`config.mk`:
```
export PLATFORM = sky130hd
export DESIGN_NAME = hash_word_scanner
export DESIGN_NICKNAME = d
export VERILOG_FILES = /design/src/rtl/hash_word_scanner.sv
export SDC_FILE = /design/constraint.sdc
export NUM_CORES = 1
export LEC_CHECK = 0
export ABC_AREA = 1
export CORE_MARGIN = 1.5
export CORE_UTILIZATION = 45
export CTS_BUF_LIST = sky130_fd_sc_hd__clkbuf_16
export DETAILED_ROUTE_END_ITERATION = 8
export MAX_ROUTING_LAYER = met4
export PLACE_DENSITY_LB_ADDON = 0.1
export SYNTH_ARGS = -nofsm -noshare
export SYNTH_HDL_FRONTEND = slang
export SYNTH_SLANG_ARGS = --single-unit
```
`constraint.sdc`:
```
create_clock -name clk -period 1.7 [get_ports clk]
set_input_delay 0.425 -clock clk [delete_from_list [all_inputs] [get_ports clk]]
set_output_delay 0.425 -clock clk [all_outputs]
set_load 0.01 [all_outputs]
```
`src/rtl/hash_word_scanner.sv`:
```
// hash_word_scanner: captures a 256-bit digest and presents one 16-bit slice
// at a time, stepped by debounced buttons or by an auto-scroll timer.
module hash_word_scanner #(
  parameter logic [15:0] AUTO_TICKS     = 16'd500,
  parameter logic [7:0]  DEBOUNCE_TICKS = 8'd20
) (
  input  logic         clk,
  input  logic         rst,
  input  logic         tick,
  input  logic [255:0] digest,
  input  logic         digest_valid,
  output logic         digest_ready,
  input  logic         hold,
  input  logic         btn_next,
  input  logic         btn_prev,
  input  logic         auto_en,
  output logic [15:0]  word_out,
  output logic [3:0]   word_idx,
  output logic         loaded
);

  typedef enum logic [1:0] {EMPTY, MANUAL, AUTO} state_t;

  state_t       state_q, state_d;
  logic [255:0] digest_q;
  logic [3:0]   idx_q, idx_d;
  logic [15:0]  acnt_q, acnt_d;

  // Button bit 0 = next, bit 1 = prev
  logic [1:0]   sync1_q, sync2_q;
  logic [1:0]   deb_q, deb_dly_q;
  logic [7:0]   dcnt_next_q, dcnt_prev_q;
  logic [8:0]   dbn_next, dbn_prev;
  logic [1:0]   step;
  logic         capture;

  // One debounce step: returns {new level, new count}. A tick where the
  // synchronized level matches the debounced one restarts the count.
  function automatic logic [8:0] debounce_next(input logic       sync,
                                               input logic       deb,
                                               input logic [7:0] cnt);
    if (sync == deb)
      return {deb, 8'd0};
    else if (cnt == DEBOUNCE_TICKS - 8'd1)
      return {sync, 8'd0};
    else
      return {deb, cnt + 8'd1};
  endfunction

  assign digest_ready = ~hold;
  assign capture      = digest_valid & digest_ready;
  assign step         = deb_q & ~deb_dly_q;
  assign loaded       = (state_q != EMPTY);
  assign word_idx     = idx_q;
  assign word_out     = loaded ? digest_q[{idx_q, 4'b0000} +: 16] : '0;

  // Next debounce values for both buttons
  always_comb begin
    dbn_next = debounce_next(sync2_q[0], deb_q[0], dcnt_next_q);
    dbn_prev = debounce_next(sync2_q[1], deb_q[1], dcnt_prev_q);
  end

  // Synchronizers, debounce counters and debounced levels
  always_ff @(posedge clk) begin
    if (rst) begin
      sync1_q     <= '0;
      sync2_q     <= '0;
      deb_q       <= '0;
      deb_dly_q   <= '0;
      dcnt_next_q <= '0;
      dcnt_prev_q <= '0;
    end else begin
      sync1_q   <= {btn_prev, btn_next};
      sync2_q   <= sync1_q;
      deb_dly_q <= deb_q;
      if (tick) begin
        deb_q       <= {dbn_prev[8], dbn_next[8]};
        dcnt_next_q <= dbn_next[7:0];
        dcnt_prev_q <= dbn_prev[7:0];
      end
    end
  end

  // Mode, index and auto-scroll counter next-state; capture beats steps,
  // and any step pulse beats (and clears) the auto-advance timer
  always_comb begin
    state_d = state_q;
    idx_d   = idx_q;
    acnt_d  = acnt_q;
    case (state_q)
      EMPTY:        if (capture) state_d = auto_en ? AUTO : MANUAL;
      MANUAL, AUTO: state_d = auto_en ? AUTO : MANUAL;
      default:      state_d = EMPTY;
    endcase
    if (capture) begin
      idx_d  = '0;
      acnt_d = '0;
    end else if (state_q != EMPTY) begin
      if (|step) begin
        if (step[0] & ~step[1])
          idx_d = idx_q + 4'd1;
        else if (step[1] & ~step[0])
          idx_d = idx_q - 4'd1;
        acnt_d = '0;
      end else if (state_q == AUTO) begin
        if (tick) begin
          if (acnt_q == AUTO_TICKS - 16'd1) begin
            acnt_d = '0;
            idx_d  = idx_q + 4'd1;
          end else begin
            acnt_d = acnt_q + 16'd1;
          end
        end
      end else begin
        acnt_d = '0;
      end
    end
  end

  // State, index, counter and captured digest registers
  always_ff @(posedge clk) begin
    if (rst) begin
      state_q  <= EMPTY;
      idx_q    <= '0;
      acnt_q   <= '0;
      digest_q <= '0;
    end else begin
      state_q <= state_d;
      idx_q   <= idx_d;
      acnt_q  <= acnt_d;
      if (capture) digest_q <= digest;
    end
  end

endmodule

```
==> impl_metrics.toml, run 1 <==
[outcome]
status = "finished, violations left"
failed_checks = "setup timing"

[timing]
setup_viol = 17
fmax_ghz = 0.377
finalSetupTns_ns = -14.11
slew_viol_final = 0
max_slew.worst_pin.slew_ns = 0.459
period_share_pct = 156
hold_violations = 0
finClkSkew_ns = 0.0113
period_needed_ns = 2.65
maxSlewHeadroom_pct = 69.3
rsz0062_at_grt = "true"
fin_ws_ns = -0.954

[pwr]
powerDensity_nw_per_um2 = 865
p_leak_nw = 7.69
power_mw = 17.0
ir_drop_mv = 0.551

[min_path]
min_delay_worst_endpoint = "sync2_q[1]"
hp-class = "reg -> reg"
min-delay-start = "sync1_q[1]"
hold_depth = 2

[placement]
routabilityCongestion = 0.919
dp.final_hpwl_mm = 34.7
io_buffers = 285
dp.cells = 2651

[critical_path]
slowest_delay_ns = 0.40
worstSetupStartpointType = "flip-flop"
cp_top_family = "buffers and inverters"
cp_common_cell = "nor2_1"
critical_path_class = "reg -> out"
cp_cell_sequence = "buf_8 -> buf_12 -> buf_16 -> nor2_1 -> nor2_1 -> nand2_1 -> o211ai_1 -> nand3_1 -> a21oi_2 -> buf_2"
regToRegSetupSlack_ns = 0.09
crit_fanout = 5
r2r_end = "word_idx[1]"
r2r_cells = 8
crit_buf_inv = 4
reg2reg_from = "word_idx[0]"
critPathSlowestCell = "dfxtp_4"
cp.arrival_ns = 2.23
cp-end-kind = "output port"
required_ns = 1.27

[finish]
layout.cells.non_filler = 2746
antenna_cells = 0
nNetsFinal = 2603
drive_above_1_share_pct = 12.5
layout-area-overhead-vs-synth_pct = 44.0

[global_route]
antenna_found_initial = 0
overflow = 0
grt_pass1_wl_mm = 75.2
grtUsageTotal_pct = 31.9
grt_max_degree = 77
grt_pass1_vias = 13908

[floorplan]
rows = 63
initial_utilization_pct = 45.8
fp.dieW_um = 177
die_h_um = 177
die-area_um2 = 31300
core_area_um2 = 29700
ioPinCount = 286

[clock_tree]
cts.sinks = 302
clockBufferDepth = 3
clkTransAtPathRegs_ns = 0.06
cts_buffers = 35
h-tree-depth = 2
cts_tree = "yes"
cts-root-buf = "clkbuf_16"
clock_latency_ns = 0.51

[synth]
synth.avg_cell_area_um2 = 6.75
seq_area_frac_synth_pct = 44.4
synth_area_um2 = 13600
synth_nets = 2285
ys.warnings.count = 0
ys_ff_latch = 302
yosysUniqueCellTypes = 34
netlist_instances = 2016

[routing]
route.detailed.drc = 0
routedWlPerCell_um = 18.1
vias = 14695
wl_met2_mm = 22.8
highest_layer = "met4"
drtIter0Drc = 1400
ant_nets = 0
wl_met3_mm = 4.00
met1_length_mm = 21.5
drtPass1Iterations = 6
totalWireLength_mm = 49.7
vias_per_cell = 5.35

[flow_run]
maxCapViolCount = 0
## flip-flops by register name, summed over array words and instances, names as in the netlist
register     count
deb_dly_q        2
deb_q            2
dcnt_prev_q      8
digest_q       256
acnt_q          16
word_idx         4
sync2_q          2
state_q          2
dcnt_next_q      8
sync1_q          2
## kinds of logic after synthesis
group                    Yosys count  share of synthesized area [%]
buffers and inverters            217                           7.01
AND/OR/NAND/NOR                 1013                           29.6
adder cells (fa/ha/maj)            5                          0.460
XOR/XNOR                          10                          0.644
AO/OA/AOI/OAI                    469                           17.9
flip-flops                       302                           44.4
## worst max path at each step
stage                     start      endpoint  slack [ns]  depth (start not counted)
finish              word_idx[0]  word_out[11]       -0.95                         10
floorplan           word_idx[0]   word_out[5]       0.005                          9
global placement    word_idx[0]  word_out[11]       -0.81                          8
CTS                 word_idx[0]  word_out[11]       -0.88                          9
global route        word_idx[0]  word_out[10]       -0.99                         10
detailed placement  word_idx[0]  word_out[11]       -0.80                          8
## through the flow
step           hold slack (ns)  setup WS, ns  instance area, um2  util, %
2_1_floorplan            0.388       0.00494               13700        -
3_3_place_gp             0.396        -0.811               17600     59.2
3_5_place_dp             0.400        -0.799               17600     59.2
4_1_cts                  0.409        -0.884               19300     65.0
5_1_grt                  0.445        -0.992               19600     65.9
6_report                 0.405        -0.954               19600     65.9
## metal layers
metal / vias to the layer above / global-route usage, %
met5: - / -
met4: 0 / 10.5
met3: 87 / 5.91
met2: 624 / 49.7
met1: 6804 / 41.6
li1: 7180 / -
## cell usage after synthesis, drive strengths merged
master  instances  area (um2)
a21boi          1        7.51
a21oi          51         263
and3            1        6.26
buf            62         368
clkbuf         80         300
clkinv          2        8.75
dfxtp         302        6050
ha              5        62.6
inv            73         277
nand2         135         532
nand3          90         455
nand4          15        93.8
nor2          763        2870
nor3            7        46.3
nor3b           1        7.51
o211ai         30         225
o21a            2        15.0
o21ai         385        1930
or2             1        6.26
xnor2           1        8.76
xor2            9        78.8
## layout by cell type (no fill, tap or decap), types with 2 or more instances in the layout
master / count
dfxtp_1: 299
o211ai_1: 30
nand3_2: 23
buf_2: 14
ha_1: 4
clkbuf_16: 42
inv_2: 3
nand2_1: 128
dfxtp_4: 3
a21oi_4: 4
o21ai_0: 340
buf_16: 11
buf_8: 3
nand2_4: 2
buf_6: 14
o21ai_1: 42
nand3_4: 2
xor2_1: 9
inv_1: 73
buf_12: 44
clkinv_1: 5
a21oi_1: 33
nor2_1: 742
clkdlybuf4s50_1: 263
clkinv_2: 9
a21oi_2: 14
nand4_1: 15
o21a_1: 2
nand2_2: 4
o21ai_2: 3
nand3_1: 65
nor3_1: 6
nor2_2: 20
buf_4: 66
## worst reg2reg max path, cell delays in order, from the launching register on
cell and delay [ns]:
dfxtp_4 0.40, buf_12 0.16, clkinv_16 0.08, buf_6 0.17
ha_4 0.25, xor2_1 0.15, nand4_1 0.10, nand2_1 0.07
nor2_2 0.16
## report_power, final
group	switching, mW	leakage (nW)	total (mW)	internal [mW]
Combinational	1.05	4.66	2.17	1.12
Sequential	0.279	2.49	7.77	7.49
Clock	2.94	0.548	7.01	4.07
## timing repair
item | CTS | global route
gates cloned | 13 | 6
gates resized for setup | 157 | 60
endpoints found under the setup margin | 22 | 24
hold buffers | 0 | 0
pin swaps | 54 | 42
setup buffers | 16 | 3
## layout make-up
type	count	area (um2)
multi-input combinational	1497	6920
timing repair buffer	422	4730
inverter	75	323
clock buffer	37	926
clock inverter	22	129
fill	2592	10100
timing repair inverter	1	16.3
tap	390	488
sequential	302	6060
(Power assumes the default switching activity.)
==> run 2, diff against run 1 <==
Settings changed: SKIP_CTS_REPAIR_TIMING from default to 1.
==> impl_metrics.toml, run 2 (synthesis gave the netlist of run 1 again) <==
[critical_path]
cp-end-kind = "output port"
cp_cell_sequence = "buf_6 -> buf_6 -> clkbuf_16 -> o21ai_2 -> o211ai_1 -> buf_4 -> nand3_2 -> a21oi_2 -> buf_2"
crit_buf_inv = 5
crit_fanout = 7
required_ns = 1.27
critPathSlowestCell = "dfxtp_4"
critical_path_class = "reg -> out"
slowest_delay_ns = 0.39
worstSetupStartpointType = "flip-flop"
cp_common_cell = "buf_6"
cp_top_family = "buffers and inverters"
cp.arrival_ns = 2.26

[floorplan]
rows = 63
fp.dieW_um = 177
core_area_um2 = 29700
ioPinCount = 286
die_h_um = 177
die-area_um2 = 31300
initial_utilization_pct = 45.8

[finish]
largest_register = "digest_q"
layout_commonest_cell = "nor2_1"
layout-area-overhead-vs-synth_pct = 39.8
largest_reg_flops = 256
num-fill-cells = 2674
nNetsFinal = 2588
mostFrequentLayoutCells = "nor2_1 (755), o21ai_0 (351), dfxtp_1 (299)"
drive_above_1_share_pct = 11.0
top_regs = "digest_q (256), acnt_q (16)"
antenna_cells = 0
layout.cells.non_filler = 2731

[placement]
dp.cells = 2651
preCtsSetupSlack_ns = -0.799
dp.final_hpwl_mm = 34.7
routabilityCongestion = 0.919
io_buffers = 285

[timing]
maxSlewHeadroom_pct = 69.1
hold_violations = 0
fmax_ghz = 0.372
fin_ws_ns = -0.990
finClkSkew_ns = 0.0101
rsz0062_at_grt = "true"
slew_viol_final = 0
period_share_pct = 158
period_needed_ns = 2.69
max_slew.worst_pin.slew_ns = 0.459
setup_viol = 17

[clock_tree]
clkTransAtPathRegs_ns = 0.05
clockBufferDepth = 3
cts.sinks = 302
clock_latency_ns = 0.51
cts_buffers = 35
cts-root-buf = "clkbuf_16"
h-tree-depth = 2
cts_tree = "yes"

[routing]
drtPass1Iterations = 8
routedWlPerCell_um = 17.7
ant_nets = 0
vias_per_cell = 5.30
totalWireLength_mm = 48.3
route.detailed.drc = 0
vias = 14476
drtIter0Drc = 1265

[global_route]
grtUsageTotal_pct = 30.3
grt_pass1_vias = 13402
antenna_found_initial = 0
grt_pass1_wl_mm = 71.8
grt_max_degree = 77
overflow = 0

[pwr]
p_leak_nw = 7.50
power_mw = 16.9
ir_drop_mv = 0.537
powerDensity_nw_per_um2 = 891

[outcome]
failed_checks = "setup timing"
status = "finished, violations left"

[flow_run]
maxCapViolCount = 0

[min_path]
hp-class = "reg -> reg"
==> run 2: changes by cell type in the layout (fill, tap and decap cells not counted), sizes merged <==
| cell | before | now |
|---|---|---|
| clkdlybuf4s15 | 1 | 0 |
| dlygate4sd2 | 1 | 0 |
| buf | 152 | 131 |
| clkbuf | 42 | 50 |
| inv | 79 | 80 |
| dlymetal6s2s | 0 | 1 |
| clkinv | 17 | 15 |
==> run 2: path summary, 6_finish.rpt <==
path,start,endpoint,slack [ns],depth (start not counted)
min reg2reg,sync1_q[1],sync2_q[1],0.40,2
max reg2reg,word_idx[0],word_idx[2],0.13,11
min,sync1_q[1],sync2_q[1],0.40,2
max,word_idx[0],word_out[15],-0.99,9
==> run 2: stage by stage <==
step                      util [%]  TNS, ns  hold slack, ns  cell area [um2]
after floorplan                  -        0           0.388            13700
after global placement        59.2   -43.63           0.396            17600
after detailed placement      59.2   -45.74           0.400            17600
after CTS                     62.7   -22.74           0.409            18600
after global routing          64.0   -15.43           0.445            19000
final                         64.0   -14.31           0.405            19000
==> run 2: worst min-delay path: stages (launching register included) <==
cell,delay (ns)
dfxtp_1,0.29
inv_1,0.04
nor2_1,0.03
==> run 2: area by class of cell <==
cell class	instances	area [um2]	area share, %
timing repair buffer	408	4320	22.7
clock inverter	22	129	0.678
sequential	302	6060	31.8
tap	390	488	2.57
multi-input combinational	1497	6800	35.7
inverter	75	302	1.59
clock buffer	37	926	4.87
==> run 2: power by group <==
group          internal (mW)  total (mW)  switching [mW]
Sequential              7.49        7.76           0.274
Combinational           1.12        2.15            1.04
Clock                   4.07        7.02            2.96
Total                   12.7        16.9            4.27
==> run 2: layer usage <==
layer  GRT usage, %  wire length, um
met1           40.2            21500
met4           7.63              997
met5              -                0
met2           47.9            22300
met3           5.35             3600
